$ cat src/rtl/mem_access_unit_pkg.sv
// Shared types for the load/store path: access width, unit state
// and the width-to-byte-count helper used by the sequencer.
package mem_access_unit_pkg;

    typedef enum logic [1:0] {
        MW_BYTE    = 2'b00,
        MW_HALF    = 2'b01,
        MW_WORD    = 2'b10,
        MW_ILLEGAL = 2'b11
    } MemWidth;

    typedef enum logic [2:0] {
        MA_IDLE,
        MA_READ,
        MA_READ_LAST,
        MA_WRITE,
        MA_RESP
    } MemAccState;

    function automatic logic [2:0] widthToBytes(input MemWidth w);
        case (w)
            MW_BYTE: widthToBytes = 3'd1;
            MW_HALF: widthToBytes = 3'd2;
            MW_WORD: widthToBytes = 3'd4;
            default: widthToBytes = 3'd1;
        endcase
    endfunction

endpackage

$ cat src/rtl/mem_access_unit_load_extend.sv
// Load result extension: i_buf (raw little-endian bytes), i_width,
// i_signed in; o_data is the sign/zero-extended 32-bit word.
module load_extend
    import mem_access_unit_pkg::*;
(
    input  logic [31:0] i_buf,
    input  MemWidth     i_width,
    input  logic        i_signed,
    output logic [31:0] o_data
);

    always_comb begin
        o_data = '0;
        case (i_width)
            MW_BYTE: o_data = {{24{i_signed & i_buf[7]}}, i_buf[7:0]};
            MW_HALF: o_data = {{16{i_signed & i_buf[15]}}, i_buf[15:0]};
            MW_WORD: o_data = i_buf;
            default: o_data = '0;
        endcase
    end

endmodule

$ cat src/rtl/mem_access_unit.sv
// Byte-serial load/store unit: req_* handshake in, resp_* pulse out,
// mem_* drives a byte-wide RAM with one-cycle read latency.
module mem_access_unit
    import mem_access_unit_pkg::*;
#(
    parameter int ADDR_W = 32
) (
    input  logic              clk,
    input  logic              rst_n,
    input  logic              req_valid,
    output logic              req_ready,
    input  logic              req_write,
    input  logic [1:0]        req_width,
    input  logic              req_signed,
    input  logic [ADDR_W-1:0] req_addr,
    input  logic [31:0]       req_wdata,
    output logic              resp_valid,
    output logic              resp_err,
    output logic [31:0]       resp_rdata,
    output logic [ADDR_W-1:0] mem_addr,
    output logic              mem_we,
    output logic [7:0]        mem_wdata,
    input  logic [7:0]        mem_rdata
);

    MemAccState        r_state, w_state_nxt;
    logic [ADDR_W-1:0] r_base;
    MemWidth           r_width;
    logic              r_signed;
    logic [31:0]       r_wdata;
    logic [31:0]       r_buf, w_buf_nxt;
    logic [2:0]        r_cnt, w_cnt_nxt, w_cnt_inc, w_nm1;
    logic              w_last, w_accept, w_illegal;
    logic              w_cap_en;
    logic [1:0]        w_cap_idx;
    logic [31:0]       w_ext;
    logic [ADDR_W-1:0] w_addr_inc;

    logic [ADDR_W-1:0] r_mem_addr, w_mem_addr_nxt;
    logic              r_mem_we, w_mem_we_nxt;
    logic [7:0]        r_mem_wdata, w_mem_wdata_nxt;
    logic              r_resp_valid, w_resp_valid_nxt;
    logic              r_resp_err, w_resp_err_nxt;
    logic [31:0]       r_resp_rdata, w_resp_rdata_nxt;

    assign req_ready  = (r_state == MA_IDLE);
    assign w_accept   = req_valid && req_ready;
    assign w_illegal  = (MemWidth'(req_width) == MW_ILLEGAL);
    assign w_nm1      = widthToBytes(r_width) - 3'd1;
    assign w_last     = (r_cnt == w_nm1);
    assign w_cnt_inc  = r_cnt + 3'd1;
    assign w_addr_inc = r_base + ADDR_W'(w_cnt_inc);

    assign mem_addr   = r_mem_addr;
    assign mem_we     = r_mem_we;
    assign mem_wdata  = r_mem_wdata;
    assign resp_valid = r_resp_valid;
    assign resp_err   = r_resp_err;
    assign resp_rdata = r_resp_rdata;

    // Read data lags its address by one cycle: in READ the byte for
    // r_cnt-1 arrives, in READ_LAST the final byte arrives.
    always_comb begin
        w_cap_en  = 1'b0;
        w_cap_idx = 2'd0;
        if (r_state == MA_READ && r_cnt != 3'd0) begin
            w_cap_en  = 1'b1;
            w_cap_idx = r_cnt[1:0] - 2'd1;
        end else if (r_state == MA_READ_LAST) begin
            w_cap_en  = 1'b1;
            w_cap_idx = w_nm1[1:0];
        end
        w_buf_nxt = r_buf;
        if (w_accept)
            w_buf_nxt = '0;
        else if (w_cap_en)
            w_buf_nxt[{w_cap_idx, 3'b000} +: 8] = mem_rdata;
    end

    // Extension sees the buffer including the byte landing this edge,
    // so the result can be registered straight into resp_rdata.
    load_extend u_ext (
        .i_buf    (w_buf_nxt),
        .i_width  (r_width),
        .i_signed (r_signed),
        .o_data   (w_ext)
    );

    always_ff @(posedge clk or negedge rst_n) begin
        if (!rst_n) begin
            r_state      <= MA_IDLE;
            r_base       <= '0;
            r_width      <= MW_BYTE;
            r_signed     <= 1'b0;
            r_wdata      <= '0;
            r_buf        <= '0;
            r_cnt        <= '0;
            r_mem_addr   <= '0;
            r_mem_we     <= 1'b0;
            r_mem_wdata  <= '0;
            r_resp_valid <= 1'b0;
            r_resp_err   <= 1'b0;
            r_resp_rdata <= '0;
        end else begin
            r_state      <= w_state_nxt;
            r_buf        <= w_buf_nxt;
            r_cnt        <= w_cnt_nxt;
            r_mem_addr   <= w_mem_addr_nxt;
            r_mem_we     <= w_mem_we_nxt;
            r_mem_wdata  <= w_mem_wdata_nxt;
            r_resp_valid <= w_resp_valid_nxt;
            r_resp_err   <= w_resp_err_nxt;
            r_resp_rdata <= w_resp_rdata_nxt;
            if (w_accept) begin
                r_base   <= req_addr;
                r_width  <= MemWidth'(req_width);
                r_signed <= req_signed;
                r_wdata  <= req_wdata;
            end
        end
    end

    always_comb begin
        w_state_nxt = r_state;
        unique case (r_state)
            MA_IDLE: begin
                if (w_accept) begin
                    if (w_illegal)      w_state_nxt = MA_RESP;
                    else if (req_write) w_state_nxt = MA_WRITE;
                    else                w_state_nxt = MA_READ;
                end
            end
            MA_READ:      if (w_last) w_state_nxt = MA_READ_LAST;
            MA_READ_LAST: w_state_nxt = MA_RESP;
            MA_WRITE:     if (w_last) w_state_nxt = MA_RESP;
            MA_RESP:      w_state_nxt = MA_IDLE;
            default:      w_state_nxt = MA_IDLE;
        endcase
    end

    // Next values for the registered bus and response outputs.
    always_comb begin
        w_cnt_nxt        = r_cnt;
        w_mem_addr_nxt   = r_mem_addr;
        w_mem_we_nxt     = 1'b0;
        w_mem_wdata_nxt  = r_mem_wdata;
        w_resp_valid_nxt = 1'b0;
        w_resp_err_nxt   = 1'b0;
        w_resp_rdata_nxt = '0;
        unique case (r_state)
            MA_IDLE: begin
                if (w_accept) begin
                    w_cnt_nxt = '0;
                    if (w_illegal) begin
                        w_resp_valid_nxt = 1'b1;
                        w_resp_err_nxt   = 1'b1;
                    end else begin
                        w_mem_addr_nxt  = req_addr;
                        w_mem_we_nxt    = req_write;
                        w_mem_wdata_nxt = req_wdata[7:0];
                    end
                end
            end
            MA_READ: begin
                w_cnt_nxt = w_cnt_inc;
                if (!w_last)
                    w_mem_addr_nxt = w_addr_inc;
            end
            MA_READ_LAST: begin
                w_resp_valid_nxt = 1'b1;
                w_resp_rdata_nxt = w_ext;
            end
            MA_WRITE: begin
                if (w_last) begin
                    w_resp_valid_nxt = 1'b1;
                end else begin
                    w_cnt_nxt       = w_cnt_inc;
                    w_mem_addr_nxt  = w_addr_inc;
                    w_mem_we_nxt    = 1'b1;
                    w_mem_wdata_nxt = r_wdata[{w_cnt_inc[1:0], 3'b000} +: 8];
                end
            end
            MA_RESP: begin
                w_cnt_nxt = r_cnt;
            end
            default: begin
                w_cnt_nxt = '0;
            end
        endcase
    end

endmodule
$ cat config.mk
export PLATFORM = sky130hd
export DESIGN_NAME = mem_access_unit
export DESIGN_NICKNAME = d
export VERILOG_FILES = /design/src/rtl/mem_access_unit_pkg.sv /design/src/rtl/mem_access_unit_load_extend.sv /design/src/rtl/mem_access_unit.sv
export SDC_FILE = /design/constraint.sdc
export NUM_CORES = 1
export LEC_CHECK = 0
export CAP_MARGIN = 15
export CELL_PAD_IN_SITES_DETAIL_PLACEMENT = 1
export CELL_PAD_IN_SITES_GLOBAL_PLACEMENT = 1
export CORE_MARGIN = 2
export CORE_UTILIZATION = 33
export CTS_BUF_LIST = sky130_fd_sc_hd__clkbuf_8
export DETAILED_ROUTE_END_ITERATION = 7
export GPL_TIMING_DRIVEN = 0
export PLACE_DENSITY = 0.76
export SYNTH_ARGS = -nofsm -noshare
export SYNTH_HDL_FRONTEND = slang
export SYNTH_SLANG_ARGS = --single-unit
export TNS_END_PERCENT = 50
$ cat constraint.sdc
create_clock -name clk -period 4.1 [get_ports clk]
set_clock_uncertainty 0.05 [all_clocks]
set_input_delay 0.82 -clock clk [delete_from_list [all_inputs] [get_ports clk]]
set_output_delay 0.82 -clock clk [all_outputs]
set_load 0.005 [all_outputs]
==> results of run 1 <==
==> cell usage after synthesis, drive strengths merged (12+ instances only) <==
cell / count / area, um^2
mux2i: 20 / 200
clkbuf: 28 / 105
nor2: 49 / 184
inv: 31 / 116
a31oi: 29 / 181
o21ai: 49 / 245
nor3: 25 / 125
nand2: 253 / 950
dfrtp: 180 / 4500
a21oi: 33 / 165
xor2: 13 / 114
ha: 13 / 163
or2: 17 / 106
nor4: 15 / 109
nand3: 32 / 165
buf: 32 / 169
nand4: 12 / 81.3
==> through the flow <==
| stage | setup TNS (ns) | power, uW | area [um^2] |
|---|---|---|---|
| floorplan | 0 | 4970 | 8820 |
| global placement | -1002.06 | 6390 | 10800 |
| detailed placement | -2.42 | 6530 | 10800 |
| CTS | 0 | 7900 | 11200 |
| global route | 0 | 8420 | 11200 |
| finish | 0 | 7840 | 11200 |
==> flip-flops by register name, summed over array words and instances, names as in the netlist <==
name / cells
resp_valid: 1
r_cnt: 3
r_width: 2
r_buf: 32
r_wdata: 32
resp_err: 1
resp_rdata: 32
mem_we: 1
mem_addr: 32
r_base: 32
mem_wdata: 8
r_signed: 1
r_state: 3
==> worst min path at each step <==
stage / start / endpoint / cells after the start / slack, ns
detailed placement: r_wdata[23] / r_wdata[23] / 2 / 0.41
global placement: r_wdata[2] / r_wdata[2] / 2 / 0.40
finish: rst_n / resp_rdata[10] / 1 / 0.28
CTS: rst_n / resp_rdata[10] / 1 / 0.33
global route: rst_n / resp_rdata[9] / 1 / 0.34
floorplan: r_wdata[18] / r_wdata[18] / 2 / 0.39
==> cells by family (layout without fill, tap and decap cells) <==
| logic type | Yosys count | in the layout | synth area share [%] |
|---|---|---|---|
| simple gates | 442 | 442 | 22.7 |
| compound gates | 180 | 180 | 13.2 |
| flops | 180 | 180 | 51.1 |
| buf+inv | 91 | 276 | 4.43 |
| mux | 29 | 29 | 4.44 |
| xor+xnor | 21 | 21 | 2.09 |
| fa+ha+maj | 14 | 14 | 2.07 |
==> per-layer routing <==
metal / part of all wire (%) / track usage [%] / vias up
li1: - / - / 3651
met1: 46 / 27.4 / 3910
met2: 49 / 34.9 / 180
met3: 3.5 / 2.88 / 35
met4: 1.7 / 5.60 / 0
met5: 0 / 0 / -
==> cell type report <==
type,count,area (um^2),share of cell area [%]
Sequential cell,180,4500,40.1
Multi-Input combinational cell,686,3920,34.9
Timing Repair Buffer,155,1570,14.0
Tap cell,335,419,3.73
Buffer,60,280,2.49
Clock buffer,17,234,2.08
Clock inverter,13,183,1.63
Inverter,31,116,1.04
==> where the power goes <==
group          switching, uW  internal, uW
Combinational           2160          1470
Clock                    679           658
Sequential               488          2380
==> repair_timing <==
action                     in CTS  in global routing
cloned                          0                  0
gates resized for setup         2                  3
setup endpoints to repair      18                 10
hold buffers                    0                  0
==> reports/results.tsv, run 1 <==
metric	value	unit
status	finished with violations	
violations	design-rule violations	
grt_pass1_wl	45100	um
yosysUniqueCellTypes	65	
postCtsSetupBuffers	0	
fin_cells	1477	
routed_wire_length_per_instance	19.2	um
synth_nets	1050	
irDropWorstVdd	313	uV
p_per_area	698	mW/mm^2
drive_above_1_share	8.58	%
fill_cells	3021	
fp.dieH	167	um
design.die.area	0.0280	mm^2
drtIter0Drc	605	
grt_pass1_vias	8231	
insertion_delay	0.48	ns
die_x	167	um
ctsRootBufferMaster	clkbuf_8	
crit_buf_inv	5	
fin_util	43.0	%
core_area	0.0261	mm^2
nets	1224	
r2r_end	resp_rdata[24]	
critical_path_peak_fanout	10	
layout_commonest_cell	nand2_1	
slowest_delay	0.47	ns
hold_slack	0.278	ns
cts_tree	yes	
ys_seq_area_share	51.1	%
rsz0062_at_grt	no	
crit_start	r_cnt[0]	
post-place-ws	-0.241	ns
leakage	0.00499	uW
rr_worst_depth	13	
setup_viol_count_final	0	
worst_setup_path_end_kind	flop	
critPathLaunchType	flop	
portBuffers	154	
dp_hpwl	20700	um
drc	11	
ys_ff_latch	180	
crit_type	flop to flop	
fmax	265	MHz
cp.arrival	4.12	ns
maxSlewHeadroom	28.7	%
area_delta_synth_final	27.4	%
synth-edff-count	0	
reg2reg_slack	0.32	ns
diodes	0	
hold_class	primary input to asynchronous set/reset pin	
worst_pin_slew	1.04	ns
endpoint	resp_rdata[24]	
fin_ws	0.319	ns
ys.flop_type	dfrtp_1	
cpLargestDelayFamily	buffers and inverters	
reg2reg_from	r_cnt[0]	
finalHoldViolCount	0	
cts.clk_slew.worst_paths	0.09	ns
dr.pass1.iters	7	
gp_congestion	0.835	
cp_num_cells	13	
min_period_over_period	92.2	%
grt_usage	20.5	%
ant_nets	0	
cts.sinks	180	
cts_buffers	17	
synth_async_sr_flop_share	100	%
cp.required	4.44	ns
ios	155	
dp_cells	1447	
initial_core_util	33.7	%
crit_slowest_cell	dfrtp_1	
layout_common_cells	253 x nand2_1, 180 x dfrtp_1, 153 x clkdlybuf4s50_1	
overflow	0	
yosys_warnings	0	
drt-total-wl	28400	um
path_cells	buf_4, inv_1, ha_1, clkbuf_4, o21ai_1, ha_1, clkbuf_1, nor2_1, nand3_1, nor3_1, o2111ai_2, buf_2, a31oi_1	
syn_area_per_cell	9.21	um^2
vias	7776	
netlist_area	0.00882	mm^2
antenna_found_initial	0	
h-tree-depth	4	
grt_max_degree	93	
cts_buffer_depth	2	
slew_violations	0	
period_needed	3.78	ns
max_cap_violations	0	
post_drt_via_cell_ratio	5.26	
syn_inst	957	
path_common_cell	ha_1	
rows	59	
Power figures use the tool's default switching activity.
==> run 2, diff against run 1 <==
--- a/config.mk
+++ b/config.mk
@@ -12,6 +12,7 @@
 export CORE_UTILIZATION = 33
 export CTS_BUF_LIST = sky130_fd_sc_hd__clkbuf_8
 export DETAILED_ROUTE_END_ITERATION = 7
+export GPL_ROUTABILITY_DRIVEN = 1
 export GPL_TIMING_DRIVEN = 0
 export PLACE_DENSITY = 0.76
 export SYNTH_ARGS = -nofsm -noshare
==> results of run 2 <==
The final DEF is identical to that of run 1; final timing and power are the same.
==> run 3, diff against run 2 <==
--- a/config.mk
+++ b/config.mk
@@ -14,7 +14,7 @@
 export DETAILED_ROUTE_END_ITERATION = 7
 export GPL_ROUTABILITY_DRIVEN = 1
 export GPL_TIMING_DRIVEN = 0
-export PLACE_DENSITY = 0.76
+export PLACE_DENSITY_LB_ADDON = 0.1
 export SYNTH_ARGS = -nofsm -noshare
 export SYNTH_HDL_FRONTEND = slang
 export SYNTH_SLANG_ARGS = --single-unit
==> constraint.sdc (replaced) <==
create_clock -name clk -period 4.6 [get_ports clk]
set_clock_uncertainty 0.05 [all_clocks]
set_input_delay 0.92 -clock clk [delete_from_list [all_inputs] [get_ports clk]]
set_output_delay 0.92 -clock clk [all_outputs]
set_load 0.005 [all_outputs]
==> reports/results.tsv, run 3 (same netlist as run 1, synthesis figures left out) <==
metric	value	unit	change
grt_max_degree	99		+6.5%
max_cap_violations	0		unchanged
irDropWorstVdd	233	uV	-26%
antenna_found_initial	0		unchanged
setup_viol_count_final	0		unchanged
drt-total-wl	27900	um	-1.5%
finalHoldViolCount	0		unchanged
fin_total_pwr	6930	uW	-12%
post_drt_via_cell_ratio	5.11		-3.0%
layout_common_cells	253 x nand2_1, 180 x dfrtp_1, 153 x clkdlybuf4s50_1		
design.die.area	0.0280	mm^2	unchanged
initial_core_util	33.7	%	unchanged
gp_congestion	0.782		-6.4%
p_per_area	617	mW/mm^2	-12%
cts.sinks	180		unchanged
vias	7559		-2.8%
postCtsSetupBuffers	0		unchanged
cts_buffers	17		unchanged
leakage	0.00500	uW	+0.17%
insertion_delay	0.47	ns	about the same
cp.arrival	4.35	ns	+0.23 ns
power.switching	3020	uW	-9.1%
dr.pass1.iters	8		+1
die_x	167	um	unchanged
worst_pin_slew	1.16	ns	+0.119 ns
cp.required	4.92	ns	+0.48 ns
fp.dieH	167	um	unchanged
grt_usage	20.7	%	+0.22 points
h-tree-depth	4		unchanged
seqPwrFrac	36.4	%	-0.2 points
period_needed	4.02	ns	+0.242 ns
status	finished with violations		
drtIter0Drc	509		-16%
ios	155		unchanged
hold_slack	0.375	ns	+0.0971 ns
cts_tree	yes		
slew_violations	0		unchanged
grt_pass1_vias	8035		-2.4%
crit_type	flop to flop		
dp_hpwl	20300	um	-2.2%
violations	design-rule violations		
postCtsHoldBufs	0		unchanged
rows	59		unchanged
grt_pass1_wl	45100	um	+0.15%
ctsRootBufferMaster	clkbuf_8		
routed_wire_length_per_instance	18.9	um	-1.7%
fmax	249	MHz	-6.0%
nets	1225		+0.082%
drive_above_1_share	8.82	%	+0.24 points
core_area	0.0261	mm^2	unchanged
internal_power	3910	uW	-13%
combPwrFrac	46.9	%	+0.6 points
cts_buffer_depth	2		unchanged
min_period_over_period	87.5	%	-4.8 points
drc	8		-3
ant_nets	0		unchanged
hold_class	primary input to asynchronous set/reset pin		
overflow	0		unchanged
maxSlewHeadroom	21.8	%	-7.0 points
critPathLaunchType	flop		
rsz0062_at_grt	no		
portBuffers	154		unchanged
sw_frac_of_total	43.6	%	+1.2 points
area_delta_synth_final	27.4	%	about the same
fill_cells	3060		+1.3%
critical_path_peak_fanout	10		unchanged
cts.clk_slew.worst_paths	0.10	ns	about the same
pwr-share-clk	16.6	%	-0.5 points
layout_commonest_cell	nand2_1		
worst_setup_path_end_kind	flop		
diodes	0		unchanged
[run 3: changes by cell type in the layout (fill, tap and decap cells not counted), sizes merged]
cell          before  now
bufinv             4    1
inv               35   40
clkinv             2    1
clkbuf            45   46
dlymetal6s2s       0    1
[run 3: layout make-up]
class	count	area [um^2]	share of cell area, %
plain buffers	60	275	2.45
clock buffers	18	248	2.21
clock inverters	14	160	1.43
inverters	31	116	1.04
multi-input cells	686	3920	34.9
flip-flops and latches	180	4500	40.1
well taps	335	419	3.73
repair buffers	156	1590	14.1
[run 3: worst paths after layout]
check	startpoint	cells after the start	slack (ns)	end
max	r_cnt[0]	13	0.58	resp_rdata[28]
min reg2reg	r_wdata[16]	2	0.44	r_wdata[16]
max reg2reg	r_cnt[0]	13	0.58	resp_rdata[28]
min in group clk	r_wdata[16]	2	0.44	r_wdata[16]
min	rst_n	1	0.38	resp_rdata[13]
max in group asynchronous	rst_n	2	3.21	r_base[29]
[run 3: worst max-delay path, stage by stage, from the launching register on]
cell	delay (ns)
dfrtp_1	0.43
buf_2	0.37
inv_1	0.16
ha_1	0.42
clkbuf_2	0.31
o21ai_0	0.33
ha_1	0.28
clkbuf_1	0.21
nor2_1	0.23
nand3_1	0.10
nor3_1	0.25
o2111ai_2	0.27
buf_2	0.27
a31oi_1	0.22
[run 3: routing by layer]
layer  part of all wire, %  GRT usage (%)  wire length, um
met3                   2.9           3.26              803
met5                     0              0                0
met1                    47           28.2            13200
met4                   1.0           4.35              279
met2                    49           35.1            13700
[run 3: metrics by stage]
| step | utilization [%] | TNS (ns) | cell area, um^2 | cells | setup WS, ns |
|---|---|---|---|---|---|
| 6_report | 43.0 | 0 | 11200 | 1480 | 0.577 |
| 5_1_grt | 43.0 | 0 | 11200 | 1480 | 0.234 |
| 4_1_cts | 42.9 | 0 | 11200 | 1479 | 0.183 |
| 3_5_place_dp | 41.4 | 0 | 10800 | 1447 | 0.199 |
| 3_3_place_gp | 41.2 | -982.67 | 10800 | 1446 | -5.48 |
| 2_1_floorplan | - | 0 | 8820 | 957 | 1.32 |
[run 3: power groups by stage]
stage                     Combinational, uW  Sequential [uW]  Clock, uW
final                                  3250             2530       1150
after global routing                   3670             2600       1260
after CTS                              3300             2530       1200
after detailed placement               3280             2560          0
after global placement                 3220             2540          0
after floorplan                        1970             2460          0
[run 3: repair_timing]
action,in CTS,in global routing
hold endpoints to repair,0,0
gates resized for setup,0,2
endpoints found under the setup margin,0,13
